[src/rtl/mm_pkg.sv]
// Shared types and helpers for the matrix-matrix multiplier loader.
package mm_pkg;

    typedef enum logic [2:0] {
        LOAD_A,
        LOAD_B,
        FLUSH,
        START,
        WAIT_DONE
    } mm_ld_state_t;

    // Address width that never collapses to zero bits for tiny N.
    function automatic int mm_aw(input int n);
        return (n <= 2) ? 1 : $clog2(n);
    endfunction

endpackage

[src/rtl/mm_lane_decoder.sv]
// Turns a lane index plus a write request into a one-hot (or zero) lane write-enable vector.
module mm_lane_decoder
    import mm_pkg::*;
#(
    parameter int N  = 4,
    parameter int AW = mm_aw(N)
) (
    input  logic [AW-1:0] lane,
    input  logic          we_req,
    output logic [0:N-1]  we
);

    always_comb begin
        we = '0;
        for (int i = 0; i < N; i++) begin
            we[i] = we_req && (lane == AW'(i));
        end
    end

endmodule

[src/rtl/mm_loader.sv]
// Streams N*N A elements (row-major) then N*N B elements (column-major) into the lane memories,
// then starts the multiplier and waits for done. Optional checksum output: MM_LOADER_CHECKSUM_EN.
module mm_loader
    import mm_pkg::*;
#(
    parameter int N  = 4,
    parameter int DW = 2
) (
    input  logic                        clk,
    input  logic                        rst,
    // Handshake: an element moves when in_valid && in_ready on a rising edge; in_ready depends
    // only on state, and the producer must hold in_data while in_valid is high and in_ready low.
    input  logic [DW-1:0]               in_data,
    input  logic                        in_valid,
    output logic                        in_ready,
    output logic [N-1:0][DW-1:0]        rom_mat_a_data,
    output logic [N-1:0][mm_aw(N)-1:0]  rom_mat_a_wr_addr,
    output logic [0:N-1]                rom_mat_a_we,
    output logic [N-1:0][DW-1:0]        rom_mat_b_data,
    output logic [N-1:0][mm_aw(N)-1:0]  rom_mat_b_wr_addr,
    output logic [0:N-1]                rom_mat_b_we,
    output logic                        start,
    input  logic                        mm_done,
    output mm_ld_state_t                dbg_state,
    output logic                        busy
`ifdef MM_LOADER_CHECKSUM_EN
   ,output logic [2*DW+2*mm_aw(N)-1:0]  chk_sum
`endif
);

    localparam int AW = mm_aw(N);
    localparam int CW = 2 * DW + 2 * AW;

    mm_ld_state_t  state;
    logic [AW-1:0] addr_cnt;
    logic [AW-1:0] lane_cnt;
    logic [DW-1:0] wr_data_q;
    logic [AW-1:0] wr_addr_q;
    logic [AW-1:0] wr_lane_q;
    logic          we_a_q;
    logic          we_b_q;
    logic          xfer;
    logic          last_elem;

    assign in_ready  = (state == LOAD_A) || (state == LOAD_B);
    assign xfer      = in_valid && in_ready;
    assign last_elem = (addr_cnt == AW'(N - 1)) && (lane_cnt == AW'(N - 1));
    assign busy      = (state != LOAD_A) || (lane_cnt != '0) || (addr_cnt != '0);
    assign dbg_state = state;

`ifdef MM_LOADER_CHECKSUM_EN
    always_ff @(posedge clk) begin
        if (rst) begin
            chk_sum <= '0;
        end else if (xfer) begin
            chk_sum <= chk_sum + CW'(in_data);
        end else if ((state == WAIT_DONE) && mm_done) begin
            chk_sum <= '0;
        end
    end
`endif

    always_ff @(posedge clk) begin
        if (rst) begin
            state     <= LOAD_A;
            addr_cnt  <= '0;
            lane_cnt  <= '0;
            wr_data_q <= '0;
            wr_addr_q <= '0;
            wr_lane_q <= '0;
            we_a_q    <= 1'b0;
            we_b_q    <= 1'b0;
            start     <= 1'b0;
        end else begin
            we_a_q <= 1'b0;
            we_b_q <= 1'b0;
            start  <= 1'b0;

            // Element (lane_cnt, addr_cnt) lands on lane lane_cnt at address addr_cnt for both
            // matrices; column-major B order makes lane_cnt the column there.
            if (xfer) begin
                wr_data_q <= in_data;
                wr_addr_q <= addr_cnt;
                wr_lane_q <= lane_cnt;
                we_a_q    <= (state == LOAD_A);
                we_b_q    <= (state == LOAD_B);
                if (last_elem) begin
                    addr_cnt <= '0;
                    lane_cnt <= '0;
                end else if (addr_cnt == AW'(N - 1)) begin
                    addr_cnt <= '0;
                    lane_cnt <= lane_cnt + 1'b1;
                end else begin
                    addr_cnt <= addr_cnt + 1'b1;
                end
            end

            case (state)
                LOAD_A: begin
                    if (xfer && last_elem) state <= LOAD_B;
                end
                LOAD_B: begin
                    if (xfer && last_elem) state <= FLUSH;
                end
                FLUSH: begin
                    state <= START;
                    start <= 1'b1;
                end
                START: begin
                    state <= WAIT_DONE;
                end
                WAIT_DONE: begin
                    if (mm_done) begin
                        state    <= LOAD_A;
                        addr_cnt <= '0;
                        lane_cnt <= '0;
                    end
                end
                default: begin
                    state <= LOAD_A;
                end
            endcase
        end
    end

    mm_lane_decoder #(.N(N), .AW(AW)) u_dec_a (
        .lane   (wr_lane_q),
        .we_req (we_a_q),
        .we     (rom_mat_a_we)
    );

    mm_lane_decoder #(.N(N), .AW(AW)) u_dec_b (
        .lane   (wr_lane_q),
        .we_req (we_b_q),
        .we     (rom_mat_b_we)
    );

    // Every lane sees the same data/address; the write enable picks the lane.
    for (genvar g = 0; g < N; g++) begin : g_lane
        assign rom_mat_a_data[g]    = wr_data_q;
        assign rom_mat_a_wr_addr[g] = wr_addr_q;
        assign rom_mat_b_data[g]    = wr_data_q;
        assign rom_mat_b_wr_addr[g] = wr_addr_q;
    end

endmodule

[config.mk]
export PLATFORM = sky130hd
export DESIGN_NAME = mm_loader
export DESIGN_NICKNAME = d
export VERILOG_FILES = /design/src/rtl/mm_pkg.sv /design/src/rtl/mm_lane_decoder.sv /design/src/rtl/mm_loader.sv
export SDC_FILE = /design/constraint.sdc
export NUM_CORES = 1
export LEC_CHECK = 0
export CAP_MARGIN = 30
export CORE_UTILIZATION = 40
export CTS_BUF_LIST = sky130_fd_sc_hd__clkbuf_4 sky130_fd_sc_hd__clkbuf_8
export CTS_CLUSTER_DIAMETER = 30
export DETAILED_ROUTE_END_ITERATION = 8
export PLACE_DENSITY = 0.85
export REMOVE_ABC_BUFFERS = 1
export SLEW_MARGIN = 20
export SYNTH_ARGS = -nofsm -noshare
export SYNTH_HDL_FRONTEND = slang
export SYNTH_SLANG_ARGS = --single-unit
[constraint.sdc]
create_clock -name clk -period 1.6 [get_ports clk]
set_input_delay 0.32 -clock clk [delete_from_list [all_inputs] [get_ports clk]]
set_output_delay 0.32 -clock clk [all_outputs]
set_load 0.01 [all_outputs]
==> summary.md, run 1 <==
| Metric | Value |
|---|---|
| Status | `completed` |
| Number of synthesis warnings | `0` |
| PD cells | `579 nW/µm²` |
| Antenna Nets Post-Route | `0` |
| Dpl cells | `164` |
| Resized cells post-CTS | `24` |
| Worst path max stage delay | `0.55 ns` |
| R2r setup slk | `0.27 ns` |
| Initial core utilization | `0.436` |
| WL final | `2.05 mm` |
| Min-Delay Endpoint | `dbg_state[0]` |
| Seq/Total Area, Yosys | `0.326` |
| Layout Cells excl Fill | `167` |
| Fin crit share | `0.967` |
| Wirelength per Cell | `12.3 µm` |
| RSZ-0062 raised after global routing | `no` |
| Required @ worst endpoint | `1.28 ns` |
| Routed vias/inst | `4.81` |
| Die X | `51.6 µm` |
| First-pass GRT wire length | `3.33 mm` |
| Setup-failing EPs final | `0` |
| Clk Latency, worst-skew pair | `0.29 ns` |
| CTS Sinks | `16` |
| Synth-to-Final Area Change | `41.7%` |
| Max Cap Viol | `0` |
| Num CTS Buffers | `3` |
| Core area | `2250 µm²` |
| Multi-input gate area | `403 µm²` |
| Area occupied by registers | `348 µm²` |
| I/O Buffers | `51` |
| Post-synthesis simple-gate area fraction | `0.219` |
| Final hold violations | `0` |
| CP arrival | `1.23 ns` |
| DP HPWL | `1.61 mm` |
| Critical path's slowest cell | `clkdlybuf4s50_1` |
| Max Freq | `646 MHz` |
| # Post-CTS Setup Buffers | `0` |
| Total Die Area | `2660 µm²` |
| Worst setup path category | `flop to primary output` |
| Slew HR | `0.844` |
| Net count, final | `151` |
| Crit path buffers/inverters | `1` |
| CTS tree | `yes` |
| Worst min path class | `flop to flop` |
| Placer Congestion | `0.828` |
| RR Startpoint | `addr_cnt[0]` |
| Setup TNS | `0 ns` |
| H-tree depth | `1` |
| Via count | `803` |
| Synth top area cells | `dfxtp_1 33%, buf_4 21%, mux2i_1 10%` |
| Num ports | `52` |
| R2r endpoint | `lane_cnt[0]` |
| Yosys top cell by area | `dfxtp_1` |
| Vias in the first global route | `771` |
| GRT Util Overall | `0.167` |
| Largest family of logic cells by synthesized area | `buffers and inverters` |
| Yosys reg bits | `16` |
| R2R depth | `5` |
| Adder-Cell Fraction of Synth Area | `0.0509` |
| CP Max Fanout | `9` |
| Row count | `17` |
| Antenna cells | `0` |
| CP Capture Type | `primary output` |
| Mux cell area share after synthesis | `0.102` |
| Root Buffer | `clkbuf_4` |
| Post-synth top area share | `0.326` |
| Hold Startpoint | `dbg_state[2]` |
| Max Slew Vio Count | `0` |
| Clk buf depth | `2` |
| Unique masters post-synth | `23` |
| Total grt overflow | `0` |
| Leak pwr | `0.000670 µW` |
| Post-Synthesis Cells | `106` |
| Crit path max-delay family | `buffers and inverters` |
| Worst slew pin tran | `0.233 ns` |
| Largest net degree at the start of global routing | `10` |
| Post-Syn Area | `983 µm²` |
| VDD IR-drop max | `392 µV` |
| # DRC | `0` |
| Clock-pin slew on the worst setup and hold paths | `0.09 ns` |
| Iteration-0 DRC Markers | `11` |
| Hold buffer count at cts | `0` |
| Synth Area in Compound Gates | `0.0293` |
| Post-synthesis area per instance | `9.28 µm²` |
| CP Cell Sequence | `clkdlybuf4s50_1` |
| Min cycle time layout | `1.55 ns` |
| Post-Synth XOR/XNOR Area | `0.00891` |
| Hold Crit Depth | `1` |
| Die H | `51.6 µm` |
| Layout cells sized above 1 | `0.180` |
| Initial antenna violation count | `0` |
| First-pass DRT Iterations | `3` |
| Layout fillers | `217` |
| Total Power | `807 µW` |
| Clock Skew | `0.00307 ns` |
| Setup crit start kind | `flop` |
-- cell usage after synthesis (all sizes together) --
cell type,instances
and3b,4
mux2i,10
a21oi,1
nor2b,3
dfxtp,16
nand3b,2
inv,4
a41oi,1
a31oi,1
and2,1
a31o,1
dlymetal6s2s,1
nor2,15
xor2,1
and3,4
buf,30
ha,4
nor3b,3
nand4b,1
and4bb,1
nor3,2
-- routing by layer --
layer  GRT usage  routed length (µm)  vias up
li1            -                   -      396
met1       0.178                 853      369
met2       0.303                1030       35
met3      0.0409                 135        3
met4      0.0811                  27        0
met5           0                   0        -
-- through the flow --
| stage | util | worst slack [ns] | cell area, µm² | hold slack (ns) |
|---|---|---|---|---|
| after CTS | 0.613 | 0.000149 | 1380 | 0.524 |
| after global routing | 0.618 | 0.000715 | 1390 | 0.509 |
| after detailed placement | 0.603 | 0.00446 | 1360 | 0.566 |
| final | 0.618 | 0.0525 | 1390 | 0.494 |
| after floorplan | - | 0.230 | 738 | 0.389 |
| after global placement | 0.603 | 0.0566 | 1360 | 0.545 |
-- worst max path at each step --
stage | from | end | slack (ns) | cells after the start
CTS | wr_data_q[0] | rom_mat_a_data[6] | 0.0001 | 1
detailed placement | in_valid | wr_addr_q[0] | 0.004 | 5
global route | wr_addr_q[1] | rom_mat_a_wr_addr[1] | 0.0007 | 1
finish | wr_data_q[0] | rom_mat_b_data[6] | 0.05 | 1
floorplan | dbg_state[1] | wr_addr_q[0] | 0.23 | 3
global placement | in_valid | wr_addr_q[1] | 0.06 | 5
-- layout make-up --
| class | instances | share of cell area |
|---|---|---|
| flip-flops and latches | 16 | 0.250 |
| inverters | 4 | 0.0108 |
| clock buffers | 3 | 0.0162 |
| repair buffers | 61 | 0.409 |
| well taps | 28 | 0.0251 |
| multi-input cells | 55 | 0.289 |
-- kinds of logic (layout without fill, tap and decap cells) --
family,after synthesis,after routing
buffers and inverters,35,68
XOR/XNOR,1,1
AND/OR/NAND/NOR,36,36
flip-flops,16,16
AO/OA/AOI/OAI,4,4
adder cells (fa/ha/maj),4,4
multiplexers,10,10
-- power breakdown --
group,internal [µW],switching [µW]
clock,87.5,120
combinational,109,72.9
sequential,403,15.3
total,599,208
-- sequential cells by signal, summed over array words and instances (netlist names) --
signal     count
start          1
we_b_q         1
wr_lane_q      2
wr_addr_q      2
dbg_state      3
lane_cnt       2
wr_data_q      2
addr_cnt       2
we_a_q         1
-- layout by cell type (no fill, tap or decap) --
| cell | n |
|---|---|
| a21oi_1 | 1 |
| a31o_2 | 1 |
| a31oi_1 | 1 |
| a41oi_1 | 1 |
| and2_1 | 1 |
| and3_1 | 4 |
| and3b_1 | 4 |
| and4bb_2 | 1 |
| buf_4 | 10 |
| clkbuf_2 | 1 |
| clkbuf_4 | 3 |
| clkdlybuf4s50_1 | 36 |
| dfxtp_1 | 8 |
| dfxtp_2 | 1 |
| dfxtp_4 | 7 |
| dlygate4sd2_1 | 12 |
| dlymetal6s2s_1 | 2 |
| ha_1 | 4 |
| inv_1 | 4 |
| mux2i_1 | 10 |
| nand3b_1 | 2 |
| nand4b_1 | 1 |
| nor2_1 | 15 |
| nor2b_1 | 3 |
| nor3_1 | 2 |
| nor3b_1 | 2 |
| nor3b_2 | 1 |
| xor2_1 | 1 |
Note: power is estimated with default switching activity, not from simulation.
==> inputs of run 2 (changes only) <==
- REMOVE_ABC_BUFFERS: 1 -> not set
==> summary.md, run 2 (same netlist as run 1, synthesis figures left out) <==
| Metric | Value |
|---|---|
| Layout fillers | `208 (-4.1%)` |
| WL final | `1.95 mm (-4.7%)` |
| RR Startpoint | `addr_cnt[0]` |
| Row count | `17 (unchanged)` |
| Max Slew Vio Count | `0 (unchanged)` |
| R2R depth | `5 (unchanged)` |
| CP Cell Sequence | `clkdlybuf4s50_1` |
| Die X | `51.6 µm (unchanged)` |
| CP arrival | `1.22 ns (about the same)` |
| First-pass DRT Iterations | `4 (+1)` |
| Initial core utilization | `0.436 (unchanged)` |
| CP Max Fanout | `9 (unchanged)` |
| Clock Skew | `0.00176 ns (-0.00131 ns)` |
| Fin Hold WS | `0.528 ns (+0.0336 ns)` |
| Status | `completed` |
| GRT Util Overall | `0.147 (-0.0196)` |
| Total Power | `805 µW (-0.22%)` |
| Core area | `2250 µm² (unchanged)` |
| Setup crit start kind | `flop` |
| Antenna cells | `0 (unchanged)` |
| Clk Latency, worst-skew pair | `0.27 ns (-0.02 ns)` |
| Hold Startpoint | `addr_cnt[1]` |
| Critical Path Stages | `1 (unchanged)` |
| Synth-to-Final Area Change | `44.0%` |
| First-pass GRT wire length | `2.90 mm (-13%)` |
| Worst min path class | `flop to flop` |
| Fin crit share | `0.966 (-0.00159)` |
| CTS tree | `yes` |
| Max Freq | `647 MHz (+0.16%)` |
| Clock-pin slew on the worst setup and hold paths | `0.09 ns (about the same)` |
| Most frequent cells in the layout | `34 x clkdlybuf4s50_1, 15 x nor2_1, 11 x buf_4` |
| Wirelength per Cell | `11.6 µm (-5.3%)` |
| Min cycle time layout | `1.54 ns (-0.00254 ns)` |
| Routed vias/inst | `4.67 (-2.8%)` |
| Num CTS Buffers | `3 (unchanged)` |
| Max reg flops | `3 (unchanged)` |
| Total grt overflow | `0 (unchanged)` |
| Die H | `51.6 µm (unchanged)` |
| Num ports | `52 (unchanged)` |
| Critical path's slowest cell | `clkdlybuf4s50_1` |
| Worst setup path category | `flop to primary output` |
| Final hold violations | `0 (unchanged)` |
| RSZ-0062 raised after global routing | `no` |
| VDD IR-drop max | `581 µV (+48%)` |
| Root Buffer | `clkbuf_4` |
| R2r setup slk | `0.29 ns (+0.02 ns)` |
| PD cells | `569 nW/µm² (-1.8%)` |
| DP HPWL | `1.49 mm (-7.6%)` |
| H-tree depth | `1 (unchanged)` |
| Slew HR | `0.835 (-0.00953)` |
| Clk buf depth | `2 (unchanged)` |
| Multi-input gate area | `403 µm² (unchanged)` |
| Vias in the first global route | `706 (-8.4%)` |
| Placer Congestion | `0.851 (+2.8%)` |
| Worst path max stage delay | `0.55 ns (about the same)` |
| Min-Delay Endpoint | `addr_cnt[1]` |
| Setup TNS | `0 ns (unchanged)` |
| Leak pwr | `0.000734 µW (+9.7%)` |
| Syn Nets | `116` |
| Area occupied by registers | `345 µm² (-0.72%)` |
| Crit path max-delay family | `buffers and inverters` |
| Net count, final | `152 (+0.66%)` |
| Setup-failing EPs final | `0 (unchanged)` |
| Required @ worst endpoint | `1.28 ns (about the same)` |
| CTS Sinks | `16 (unchanged)` |
| CP Capture Type | `primary output` |
| Antenna Nets Post-Route | `0 (unchanged)` |
| Layout cells sized above 1 | `0.179 (-0.00128)` |
| Commonest non-fill, non-tap cell in the layout | `clkdlybuf4s50_1` |
| I/O Buffers | `51 (unchanged)` |
| Crit path buffers/inverters | `1 (unchanged)` |
| Hold Crit Depth | `2 (+1)` |
| Total Die Area | `2660 µm² (unchanged)` |
| Iteration-0 DRC Markers | `9 (-2)` |
| Max Cap Viol | `0 (unchanged)` |
| Largest net degree at the start of global routing | `10 (unchanged)` |
| Worst slew pin tran | `0.247 ns (+0.0142 ns)` |
| Via count | `785 (-2.2%)` |
| Initial antenna violation count | `0 (unchanged)` |
| # DRC | `0 (unchanged)` |
| R2r endpoint | `lane_cnt[0]` |
## run 2: worst max path at each step
stage	start	to
floorplan	addr_cnt[0]	lane_cnt[0]
global placement	in_valid	wr_addr_q[1]
detailed placement	in_valid	wr_lane_q[1]
CTS	wr_addr_q[0]	rom_mat_b_wr_addr[2]
global route	wr_addr_q[0]	rom_mat_b_wr_addr[2]
finish	wr_data_q[0]	rom_mat_b_data[4]
## run 2: per-stage QoR
step | setup WS, ns | instances | util | instance area, µm²
finish | 0.0550 | 168 | 0.628 | 1420
global route | 0.00225 | 168 | 0.628 | 1420
CTS | 0.00462 | 168 | 0.616 | 1390
detailed placement | 0.0389 | 165 | 0.606 | 1370
global placement | 0.0600 | 165 | 0.606 | 1370
floorplan | 0.449 | 106 | - | 983
## run 2: power by group
| part | switching (µW) | internal (µW) | leakage (µW) |
|---|---|---|---|
| clock | 114 | 87.2 | 0.0000138 |
| combinational | 71.9 | 113 | 0.000585 |
| sequential | 15.2 | 404 | 0.000135 |
## run 2: routing by layer
metal	share of wire	global-route usage	routed length, µm
met5	0	0	0
met4	0.0082	0.0901	16
met3	0.074	0.0351	145
met2	0.50	0.258	970
met1	0.42	0.158	818
## run 2: final cells by class
class                           instances  share of cell area
Tap cell                               28              0.0247
Timing Repair Buffer                   62               0.420
Multi-Input combinational cell         55               0.284
Inverter                                4              0.0106
Clock buffer                            3              0.0159
Sequential cell                        16               0.244
## run 2: repair_timing
action                     4_1_cts  5_1_grt
setup buffers                    0        0
setup endpoints to repair       43       35
hold endpoints to repair         0        0
hold buffers                     0        0
gates resized for setup         20       12
==> inputs of run 3 (changes only) <==
- ABC_AREA: not set -> 1
- CORE_UTILIZATION: 40 -> 41
- PLACE_DENSITY: 0.85 -> 0.86
==> summary.md, run 3 <==
| Metric | Value |
|---|---|
| Iteration-0 DRC Markers | `19 (+10)` |
| Ys async rst share | `0 (unchanged)` |
| WL final | `2.32 mm (+19%)` |
| # DRC | `0 (unchanged)` |
| EDFF count, synth | `0 (unchanged)` |
| DP HPWL | `1.80 mm (+21%)` |
| Post-Route Utilization | `0.639 (+0.0112)` |
| Worst slew pin tran | `0.266 ns (+0.0187 ns)` |
| Max Freq | `640 MHz (-1.1%)` |
| Primary FF master, synth | `dfxtp_1` |
| Antenna cells | `0 (unchanged)` |
| RSZ-0062 raised after global routing | `no` |
| Status | `completed` |
| GRT Util Overall | `0.182 (+0.0349)` |
| First-pass DRT Iterations | `4 (unchanged)` |
| Net count, final | `179 (+18%)` |
| Max Slew Vio Count | `0 (unchanged)` |
| Crit path buffers/inverters | `1 (unchanged)` |
| Yosys reg bits | `16 (unchanged)` |
| Setup crit start kind | `flop` |
| Total grt overflow | `0 (unchanged)` |
| Top cells by count, synth | `28 x buf_4, 16 x dfxtp_1, 15 x inv_1` |
| Num CTS Buffers | `3 (unchanged)` |
| CP Cell Sequence | `clkdlybuf4s50_1` |
| Core area | `2280 µm² (+0.94%)` |
| Placer Congestion | `0.798 (-6.2%)` |
| Most frequent cells in the layout | `26 x clkdlybuf4s50_1, 14 x inv_1, 13 x nor2_1` |
| Yosys top cell by area | `dfxtp_1` |
| Clock Skew | `0.00536 ns (+0.00360 ns)` |
| CTS tree | `yes` |
| Die H | `51.7 µm (+0.19%)` |
| Layout cells sized above 1 | `0.274 (+0.0952)` |
| Crit path max-delay family | `buffers and inverters` |
| Synth top area cells | `dfxtp_1 32%, buf_4 21%, inv_1 5.6%` |
| Dpl cells | `192 (+16%)` |
| Row count | `17 (unchanged)` |
| CP Capture Type | `primary output` |
| Number of synthesis warnings | `0 (unchanged)` |
| Hold buffer count at cts | `0 (unchanged)` |
| Initial core utilization | `0.445 (+0.00857)` |
| Unique masters post-synth | `23 (unchanged)` |
| Layout fillers | `181 (-13%)` |
| Critical path's slowest cell | `clkdlybuf4s50_1` |
| Syn Nets | `141 (+22%)` |
| Fin crit share | `0.977 (+0.0110)` |
| Max reg flops | `3 (unchanged)` |
| Fin Hold WS | `0.523 ns (-0.00469 ns)` |
| Worst path max stage delay | `0.56 ns (about the same)` |
| Required @ worst endpoint | `1.28 ns (about the same)` |
| Largest net degree at the start of global routing | `15 (+5)` |
| I/O Buffers | `51 (unchanged)` |
| First-pass GRT wire length | `3.69 mm (+27%)` |
| H-tree depth | `1 (unchanged)` |
| Area occupied by registers | `340 µm² (-1.4%)` |
| Die X | `51.7 µm (+0.19%)` |
| Worst setup path category | `flop to primary output` |
| Worst min path class | `flop to flop` |
| Seq/Total Area, Yosys | `0.316 (-0.00926)` |
| Via count | `918 (+17%)` |
| Commonest non-fill, non-tap cell in the layout | `clkdlybuf4s50_1` |
| Num ports | `52 (unchanged)` |
| Root Buffer | `clkbuf_4` |
| Clk Latency, worst-skew pair | `0.29 ns (+0.02 ns)` |
| Post-synth top area share | `0.316 (-0.00926)` |
| Clock-pin slew on the worst setup and hold paths | `0.09 ns (about the same)` |
| Routed vias/inst | `4.68 (+0.24%)` |
| # Post-CTS Setup Buffers | `0 (unchanged)` |
| Post-synthesis area per instance | `7.73 µm² (-17%)` |
| Total Power | `1220 µW (+52%)` |
| Setup-failing EPs final | `0 (unchanged)` |
| Post-Synthesis Cells | `131 (+24%)` |
| Count leader, synth | `buf_4` |
| Wirelength per Cell | `11.8 µm (+1.8%)` |
| Antenna Nets Post-Route | `0 (unchanged)` |
| CP Max Fanout | `9 (unchanged)` |
| Max Cap Viol | `0 (unchanged)` |
| CTS Sinks | `16 (unchanged)` |
| Multi-input gate area | `402 µm² (-0.31%)` |
| Leak pwr | `0.000789 µW (+7.4%)` |
| Layout Cells excl Fill | `196 (+17%)` |
| Total Die Area | `2670 µm² (+0.39%)` |
| Slew HR | `0.822 (-0.0131)` |
| Post-Syn Area | `1010 µm² (+2.9%)` |
| PD cells | `839 nW/µm² (+48%)` |
| CP arrival | `1.24 ns (+0.02 ns)` |
| Final hold violations | `0 (unchanged)` |
| Synth-to-Final Area Change | `43.8%` |
| VDD IR-drop max | `667 µV (+15%)` |
| Min cycle time layout | `1.56 ns (+0.0176 ns)` |
| Vias in the first global route | `852 (+21%)` |
| Initial antenna violation count | `0 (unchanged)` |
| Clk buf depth | `2 (unchanged)` |
==> run 3: stage by stage <==
| step | TNS (ns) | cell area, µm² | setup slack (ns) |
|---|---|---|---|
| detailed placement | -0.0252 | 1410 | -0.0252 |
| finish | 0 | 1460 | 0.0374 |
| global route | 0 | 1460 | 0.000343 |
| CTS | 0 | 1450 | 0.00416 |
| global placement | 0 | 1410 | 0.0834 |
| floorplan | 0 | 1010 | 0.407 |
==> run 3: worst paths after layout <==
kind / startpoint / endpoint / slack, ns / depth (start not counted)
worst max-delay path: wr_data_q[1] / rom_mat_b_data[3] / 0.04 / 1
worst min-delay path: wr_addr_q[0] / wr_addr_q[0] / 0.52 / 2
worst max register to register: addr_cnt[0] / dbg_state[0] / 0.14 / 7
worst min register to register: wr_addr_q[0] / wr_addr_q[0] / 0.52 / 2
==> run 3: cells by family after synthesis <==
family                   Yosys count  synth area share
XOR/XNOR                           1           0.00865
AND/OR/NAND/NOR                   48             0.244
adder cells (fa/ha/maj)            4            0.0494
flip-flops                        16             0.316
buffers and inverters             46             0.292
AO/OA/AOI/OAI                     16            0.0902
==> run 3: worst min-delay path: cells and delay by family, from the launching register on <==
family	cells	cell delay, ns
DFF	1	0.38
and+or+nand+nor	1	0.07
AOI/OAI and AO/OA	1	0.04
==> run 3: timing repair <==
item,in CTS,in global routing
resized for setup,28,28
setup endpoints to repair,45,38
cloned,0,0
hold endpoints to repair,0,0
pin swaps,1,0
==> run 3: layer usage <==
metal	share of wire	track usage	vias up	routed length, µm
met5	0	0	-	0
met4	0.0043	0.0405	0	10
met3	0.039	0.0439	2	90
met2	0.55	0.335	24	1270
met1	0.41	0.210	425	942
li1	-	-	467	-
==> run 3: report_power, final <==
part	total, µW	switching [µW]	internal [µW]
Sequential	472	37.7	435
Clock	270	131	139
Combinational	479	237	242
==> run 3: cell type report <==
cell class	instances	share of cell area
Inverter	17	0.0447
Tap cell	28	0.0241
Sequential cell	16	0.234
Multi-Input combinational cell	69	0.276
Timing Repair Buffer	62	0.396
Clock buffer	4	0.0249
